File: config.mk
export PLATFORM = sky130hd
export DESIGN_NAME = run_step_controller_flat
export DESIGN_NICKNAME = d
export VERILOG_FILES = /design/src/rtl/run_step_if.sv /design/src/rtl/run_step_controller.sv /design/src/flat_wrapper.sv
export SDC_FILE = /design/constraint.sdc
export NUM_CORES = 1
export LEC_CHECK = 0
export BUFFER_PORTS_ARGS = -buffer_cell sky130_fd_sc_hd__buf_4
export CAP_MARGIN = 20
export CORE_MARGIN = 8
export CORE_UTILIZATION = 49
export CTS_CLUSTER_SIZE = 14
export DETAILED_ROUTE_END_ITERATION = 10
export HOLD_SLACK_MARGIN = 0.1
export PLACE_DENSITY_LB_ADDON = 0.2
export RECOVER_POWER = 50
export REMOVE_ABC_BUFFERS = 1
export SLEW_MARGIN = 20
export SYNTH_ARGS = -nofsm -noshare
export SYNTH_HDL_FRONTEND = slang
export SYNTH_SLANG_ARGS = --single-unit
File: constraint.sdc
create_clock -name clk_100MHz -period 1.4 [get_ports clk_100MHz]
set_input_delay 0.21 -clock clk_100MHz [delete_from_list [all_inputs] [get_ports clk_100MHz]]
set_output_delay 0.21 -clock clk_100MHz [all_outputs]
set_load 0.1 [all_outputs]
File: src/rtl/run_step_if.sv
// run_step_if: control-unit handshake between the CPU and run_step_controller (step_mode only with RUN_STEP_SINGLE_STEP_EN).
`timescale 1ns/1ps
interface run_step_if #(parameter int FLAG_W = 4);
  logic halt_req;
  logic instr_done;
  logic [FLAG_W-1:0] alu_flags_in;
  logic cpu_en;
  logic halted;
  logic [FLAG_W-1:0] alu_flags;
  logic [7:0] halt_count;
`ifdef RUN_STEP_SINGLE_STEP_EN
  logic step_mode;
  modport master (output halt_req, instr_done, alu_flags_in, step_mode,
                  input cpu_en, halted, alu_flags, halt_count);
  modport slave (input halt_req, instr_done, alu_flags_in, step_mode,
                 output cpu_en, halted, alu_flags, halt_count);
`else
  modport master (output halt_req, instr_done, alu_flags_in,
                  input cpu_en, halted, alu_flags, halt_count);
  modport slave (input halt_req, instr_done, alu_flags_in,
                 output cpu_en, halted, alu_flags, halt_count);
`endif
endinterface

File: src/rtl/run_step_controller.sv
// run_step_controller: holds the CPU after reset, halts on retired HALT, resumes on a debounced button press.
// Optional single-step (STEP state, step_mode input) enabled by RUN_STEP_SINGLE_STEP_EN.
`timescale 1ns/1ps
module run_step_controller #(
  parameter int DEBOUNCE_CYCLES = 100,
  parameter int RESET_HOLD_CYCLES = 16,
  parameter int FLAG_W = 4
) (
  input logic clk_100MHz,
  input logic rst,
  input logic continue_btn,
  run_step_if.slave bus
);
  localparam int DW = $clog2(DEBOUNCE_CYCLES + 1);
  localparam int HW = $clog2(RESET_HOLD_CYCLES + 1);
  typedef enum logic [1:0] {
    INIT,
    RUN,
    HALTED
`ifdef RUN_STEP_SINGLE_STEP_EN
    , STEP
`endif
  } state_t;
  state_t state, next;
  logic [1:0] sync;
  logic deb, deb_q, flip, press, done, en_n, halted_n, en_q, halted_q;
  logic [DW-1:0] deb_cnt;
  logic [HW-1:0] hold_cnt;
  logic [FLAG_W-1:0] flags;
  logic [7:0] count;
  assign flip = sync[1] != deb && deb_cnt == DW'(DEBOUNCE_CYCLES - 1);
  assign press = deb & ~deb_q;
  // en_n is high only in executing states, so a retire seen during the trailing enabled cycle after HALT is ignored
  assign done = bus.instr_done & en_q & en_n;
  assign bus.cpu_en = en_q;
  assign bus.halted = halted_q;
  assign bus.alu_flags = flags;
  assign bus.halt_count = count;
  always_ff @(posedge clk_100MHz)
    if (rst) state <= INIT;
    else state <= next;
  always_comb begin
    next = state;
    case (state)
      INIT: next = hold_cnt == HW'(RESET_HOLD_CYCLES - 1) ? RUN : INIT;
      RUN: next = done && bus.halt_req ? HALTED : RUN;
`ifdef RUN_STEP_SINGLE_STEP_EN
      HALTED: next = press ? (bus.step_mode ? STEP : RUN) : HALTED;
      STEP: next = done ? HALTED : STEP;
`else
      HALTED: next = press ? RUN : HALTED;
`endif
      default: next = INIT;
    endcase
  end
  always_comb begin
`ifdef RUN_STEP_SINGLE_STEP_EN
    en_n = state == RUN || state == STEP;
`else
    en_n = state == RUN;
`endif
    halted_n = state == HALTED;
  end
  always_ff @(posedge clk_100MHz)
    if (rst) begin
      sync <= '0;
      deb <= 1'b0;
      deb_q <= 1'b0;
      deb_cnt <= '0;
      hold_cnt <= '0;
      flags <= '0;
      count <= '0;
      en_q <= 1'b0;
      halted_q <= 1'b0;
    end else begin
      sync <= {sync[0], continue_btn};
      deb_cnt <= (sync[1] == deb || flip) ? '0 : deb_cnt + 1'b1;
      deb <= flip ? ~deb : deb;
      deb_q <= deb;
      hold_cnt <= state == INIT ? hold_cnt + 1'b1 : '0;
      if (done) flags <= bus.alu_flags_in;
      if (done && bus.halt_req && count != 8'hff) count <= count + 1'b1;
      en_q <= en_n;
      halted_q <= halted_n;
    end
endmodule

File: src/flat_wrapper.sv
// flat-port wrapper written by rule: the top's interface ports become plain ports
module run_step_controller_flat 
#(
  parameter int DEBOUNCE_CYCLES = 100,
  parameter int RESET_HOLD_CYCLES = 16,
  parameter int FLAG_W = 4
)
  (clk_100MHz, rst, continue_btn, bus_halt_req, bus_instr_done, bus_alu_flags_in, bus_cpu_en, bus_halted, bus_alu_flags, bus_halt_count);
  run_step_if #(.FLAG_W(FLAG_W)) bus_i ();
  input logic clk_100MHz;
  input logic rst;
  input logic continue_btn;
  input wire logic [$bits(bus_i.halt_req)-1:0] bus_halt_req;
  input wire logic [$bits(bus_i.instr_done)-1:0] bus_instr_done;
  input wire logic [$bits(bus_i.alu_flags_in)-1:0] bus_alu_flags_in;
  output wire logic [$bits(bus_i.cpu_en)-1:0] bus_cpu_en;
  output wire logic [$bits(bus_i.halted)-1:0] bus_halted;
  output wire logic [$bits(bus_i.alu_flags)-1:0] bus_alu_flags;
  output wire logic [$bits(bus_i.halt_count)-1:0] bus_halt_count;
  assign bus_i.halt_req = bus_halt_req;
  assign bus_i.instr_done = bus_instr_done;
  assign bus_i.alu_flags_in = bus_alu_flags_in;
  assign bus_cpu_en = bus_i.cpu_en;
  assign bus_halted = bus_i.halted;
  assign bus_alu_flags = bus_i.alu_flags;
  assign bus_halt_count = bus_i.halt_count;
  run_step_controller #(.DEBOUNCE_CYCLES(DEBOUNCE_CYCLES), .RESET_HOLD_CYCLES(RESET_HOLD_CYCLES), .FLAG_W(FLAG_W)) u_core (.clk_100MHz(clk_100MHz), .rst(rst), .continue_btn(continue_btn), .bus(bus_i));
endmodule
* Word-level counts from Yosys, hierarchy flattened
Cells that the tools add are included.
Word-level totals: word-level logic and storage cells 37, bits in registers 32, output and inout bits 14, bits of input ports 9
Cells by class: eq/ne operators 7, add/sub/neg operators 3, bitwise logic cells 6, reductions and logical operators 7, multiplexer cells 4
Operator list (number):
- 8-bit by 1-bit adder with 8-bit output (second input constant) | 1
- 8-bit inequality test (second input constant) | 1
- 7-bit by 1-bit adder with 7-bit output (second input constant) | 1
- 7-bit == test (second input constant) | 1
- 2-bit case mux with 3 select lines | 1
- 5-bit by 1-bit adder with 5-bit output (second input constant) | 1
- 5-bit by 4-bit == test with 1-bit output (second input constant) | 1
- 2-bit 2-to-1 mux | 2
- 2-bit OR reduction | 2
- 1-bit bitwise AND | 3
- 1-bit logical AND | 3
- 1-bit inverter | 3
- 2-bit by 1-bit == test with 1-bit output (second input constant) | 1
- 2-bit == test (second input constant) | 1
- 2-bit logical NOT | 1
- 1-bit == test | 1
- 1-bit logical OR | 1
- 1-bit 2-to-1 mux | 1
- 1-bit inequality test | 1

* Depth between registers and ports, before layout
word-level depth 5, depth in mapped cells 5, depth with buffers taken out 5

* Worst setup path after synthesis
Ideal clock, no wire load.
path kind register to register, start register u_core.count[0], in the netlist u_core.bus.halt_count[0], end register u_core.count[0], in the netlist u_core.bus.halt_count[0], cell stages (with the launch flop) 5, buffers on the path 0, period minus slack after synthesis 2.139 ns, arrival time 2.017 ns, setup time 0.121 ns, setup slack -0.739 ns, cell sequence dfxtp_1 -> ha_1 -> and3_4 -> a311oi_4 -> mux2_4
Between the ends: word-level cells in the longest chain between the ends 2, elaborated cells between the ends (all ways) 3, those cells by class 1 x add/sub; 1 x eq/ne; 1 x reduce/logical
RTL lines:
- start: declaration | RTL line run_step_controller.sv:30 | logic [7:0] count;
- start signal: assignment | RTL line run_step_controller.sv:82 | if (done && bus.halt_req && count != 8'hff) count <= count + 1'b1;
- parallel branches: the longest is 2 deep, another holds 8-bit by 1-bit adder with 8-bit output
Parallel ways; which one is timed is not known. A chain may end at the register's enable or synchronous reset.

* Worst setup path after layout
Ends and elaborated chain as after synthesis.

==> flow_metrics.py <==
metrics = {
    "run_status": {
        "status": "finished, final reports clean",
    },
    "final_layout": {
        "mostFrequentLayoutCell": "dfxtp_1",
        "n_fill_cell": 225,
        "synthToLayoutAreaGrowth_pct": 26.8,
        "nets": 189,
        "drive_gt1_share_pct": 31.1,
        "final_cell_mix": "dfxtp_1 (27), buf_4 (25), nor2_1 (16), clkbuf_4 (10), nand2_1 (7)",
        "diodes": 0,
    },
    "drt": {
        "dr.pass1.iters": 4,
        "postRouteAntennaNets": 0,
        "wl_per_cell_um": 14.0,
        "viasPerCell": 5.65,
        "dr_total_vias": 1176,
        "drt_iter0_markers": 42,
        "routed_wl_um": 2920,
        "drc": 0,
    },
    "power_and_ir_drop": {
        "ir_worst_vdd_uv": 880,
        "leakage_nw": 0.749,
        "power.density_nw_per_um2": 942,
    },
    "clocking": {
        "htree_levels": 2,
        "cts-root-buf": "clkbuf_4",
        "cts.clk_slew.worst_paths_ns": 0.10,
        "clock_latency_ns": 0.33,
        "post_cts_buffers": 0,
        "cts_buffer_depth": 2,
        "cts_tree": "yes",
        "cts.sinks": 32,
        "cts_buffers": 5,
    },
    "synthesis": {
        "synth_area_leaders": "dfxtp_1 (46%), mux2i_1 (4.3%), nor2_1 (4.3%), ha_1 (3.6%), nor2b_1 (2.7%)",
        "synth_top_area_share_pct": 45.9,
        "synth.yosys.seq_area_share_pct": 45.9,
        "synth_cell_type_count": 42,
        "ys_seq_elements": 32,
        "syn-cell-area_sq_um": 1400,
        "synth-edff-count": 0,
        "syn_inst": 139,
        "synthFlopType": "dfxtp_1",
        "ys_warn_count": 0,
        "syn-mean-instance-area_sq_um": 10.0,
        "ys_async_sr_fraction_pct": 0,
        "synth_top_area_cell": "dfxtp_1",
    },
    "floorplanning": {
        "start_util_pct": 51.0,
        "core_region_area_sq_um": 2730,
        "die-area_sq_um": 4810,
        "rows": 19,
        "die_h_um": 69.4,
        "ios": 23,
        "die_w_um": 69.4,
    },
    "sta": {
        "tightest_slew_ns": 0.487,
        "relSlewSlack_pct": 67.7,
        "slew_violations": 0,
        "fin_skew_ns": 0.0150,
        "timing.hold.ws_ns": 0.114,
        "grt_setup_unrepaired": "yes",
        "tns_ns": 0,
        "final_min_period_over_clock_period_pct": 99.9,
        "fmax_ghz": 0.715,
        "finalCriticalPeriod_ns": 1.40,
        "setup_viol": 0,
        "hold_violations": 0,
    },
    "place": {
        "port_buffers": 22,
        "dpl.hpwl_um": 2210,
        "place.gp.congestion": 0.857,
    },
    "worst_setup_path": {
        "start_kind": "flop",
        "path_max_fanout": 4,
        "endpoint_kind": "flop",
        "critPathRequiredTime_ns": 1.63,
        "crit_arrival_ns": 1.62,
        "path_class": "flop to flop",
    },
    "grt": {
        "met3_usage_pct": 5.15,
        "grt_pass1_wl_um": 5220,
        "grt.overflow.total": 0,
        "grt_max_degree": 23,
        "met1_usage_pct": 12.1,
        "grt_usage_pct": 12.9,
        "grt.met2_usage_pct": 23.2,
        "grt_pass1_vias": 1227,
        "grt.busiest_layer": "met2",
        "antenna_found_initial": 0,
    },
    "flow_run": {
        "cap_violations": 0,
    },
    "hold_path": {
        "hp-class": "primary input to flop",
    },
}
==> path summary, 6_finish.rpt <==
check / from / endpoint / slack (ns) / depth (start not counted)
setup / recovery: u_core.bus.halt_count[0] / u_core.bus.halt_count[0] / 0.002 / 4
hold / removal: bus_alu_flags_in[0] / u_core.bus.alu_flags[0] / 0.11 / 3
setup reg to reg: u_core.bus.halt_count[0] / u_core.bus.halt_count[0] / 0.002 / 4
hold reg to reg: u_core.sync[0] / u_core.sync[1] / 0.45 / 1
==> Yosys cell counts (2+ instances only) <==
cell type,instances
nand2_1,7
ha_1,4
a21oi_1,5
a211oi_1,2
nor4_1,2
a311oi_1,2
and3_4,2
xor2_1,3
or3_1,4
nor2b_1,6
nand3_1,4
a31oi_1,3
mux2i_1,6
nor2_1,16
xnor2_1,2
o21ai_0,3
inv_1,6
dfxtp_1,32
nand2b_1,3
and3_1,4
buf_2,2
==> critical path, stage by stage, from the launching register on <==
cell and delay, ns:
dfxtp_2 0.35, ha_4 0.15, and3_4 0.20, a311oi_4 0.25, mux2_4 0.33
==> registers in the layout (all words and copies together), names as in the netlist, 2 cells and up <==
signal and cells:
u_core.bus.alu_flags 4, u_core.bus.halt_count 8, u_core.deb_cnt 7, u_core.hold_cnt 5, u_core.state 2, u_core.sync 2
==> cell type report <==
type	count	area [sq um]	area share [%]
timing repair buffer	34	255	14.4
multi-input combinational	97	729	41.2
tap	31	38.8	2.19
sequential	32	647	36.6
inverter	6	22.5	1.27
clock buffer	6	41.3	2.33
clock inverter	2	35.0	1.98
==> layer usage <==
layer / up-vias / part of all wire, %
met5: - / 0
met4: 0 / 1.6
met3: 5 / 5.7
met2: 28 / 51
met1: 569 / 42
li1: 574 / -
==> stage by stage <==
step | util (%) | setup WS (ns) | cell area (sq um) | power (mW) | instances
4_1_cts | 64.6 | -0.0000918 | 1770 | 1.69 | 208
3_3_place_gp | 60.7 | -0.0224 | 1660 | 1.00 | 199
5_1_grt | 64.7 | -0.0248 | 1770 | 1.73 | 208
2_1_floorplan | - | -0.739 | 1370 | 0.969 | 135
6_report | 64.7 | 0.00157 | 1770 | 1.67 | 208
3_5_place_dp | 60.7 | -0.0804 | 1660 | 1.01 | 199
==> cell families (layout without fill, tap and decap cells) <==
group | count (synthesis) | count (layout) | synth area share (%)
AOI/OAI and AO/OA | 22 | 22 | 12.6
and+or+nand+nor | 58 | 58 | 25.4
DFF | 32 | 32 | 45.9
buffers and inverters | 10 | 48 | 3.14
xor gates and xnor gates | 5 | 5 | 3.14
muxes | 8 | 8 | 6.19
adders and majority gates | 4 | 4 | 3.59
==> repair_timing <==
action	in CTS	in global routing
endpoints found under the setup margin	5	5
resized for setup	5	4
gates cloned	0	0
hold endpoints to repair	1	0
hold buffers	1	0
pin swaps	2	0
==> report_power, final <==
part	total [mW]	switching (mW)	internal, mW
sequential	0.927	0.00666	0.921
clock	0.680	0.306	0.374
combinational	0.0581	0.0295	0.0286
Power figures use the tool's default switching activity.
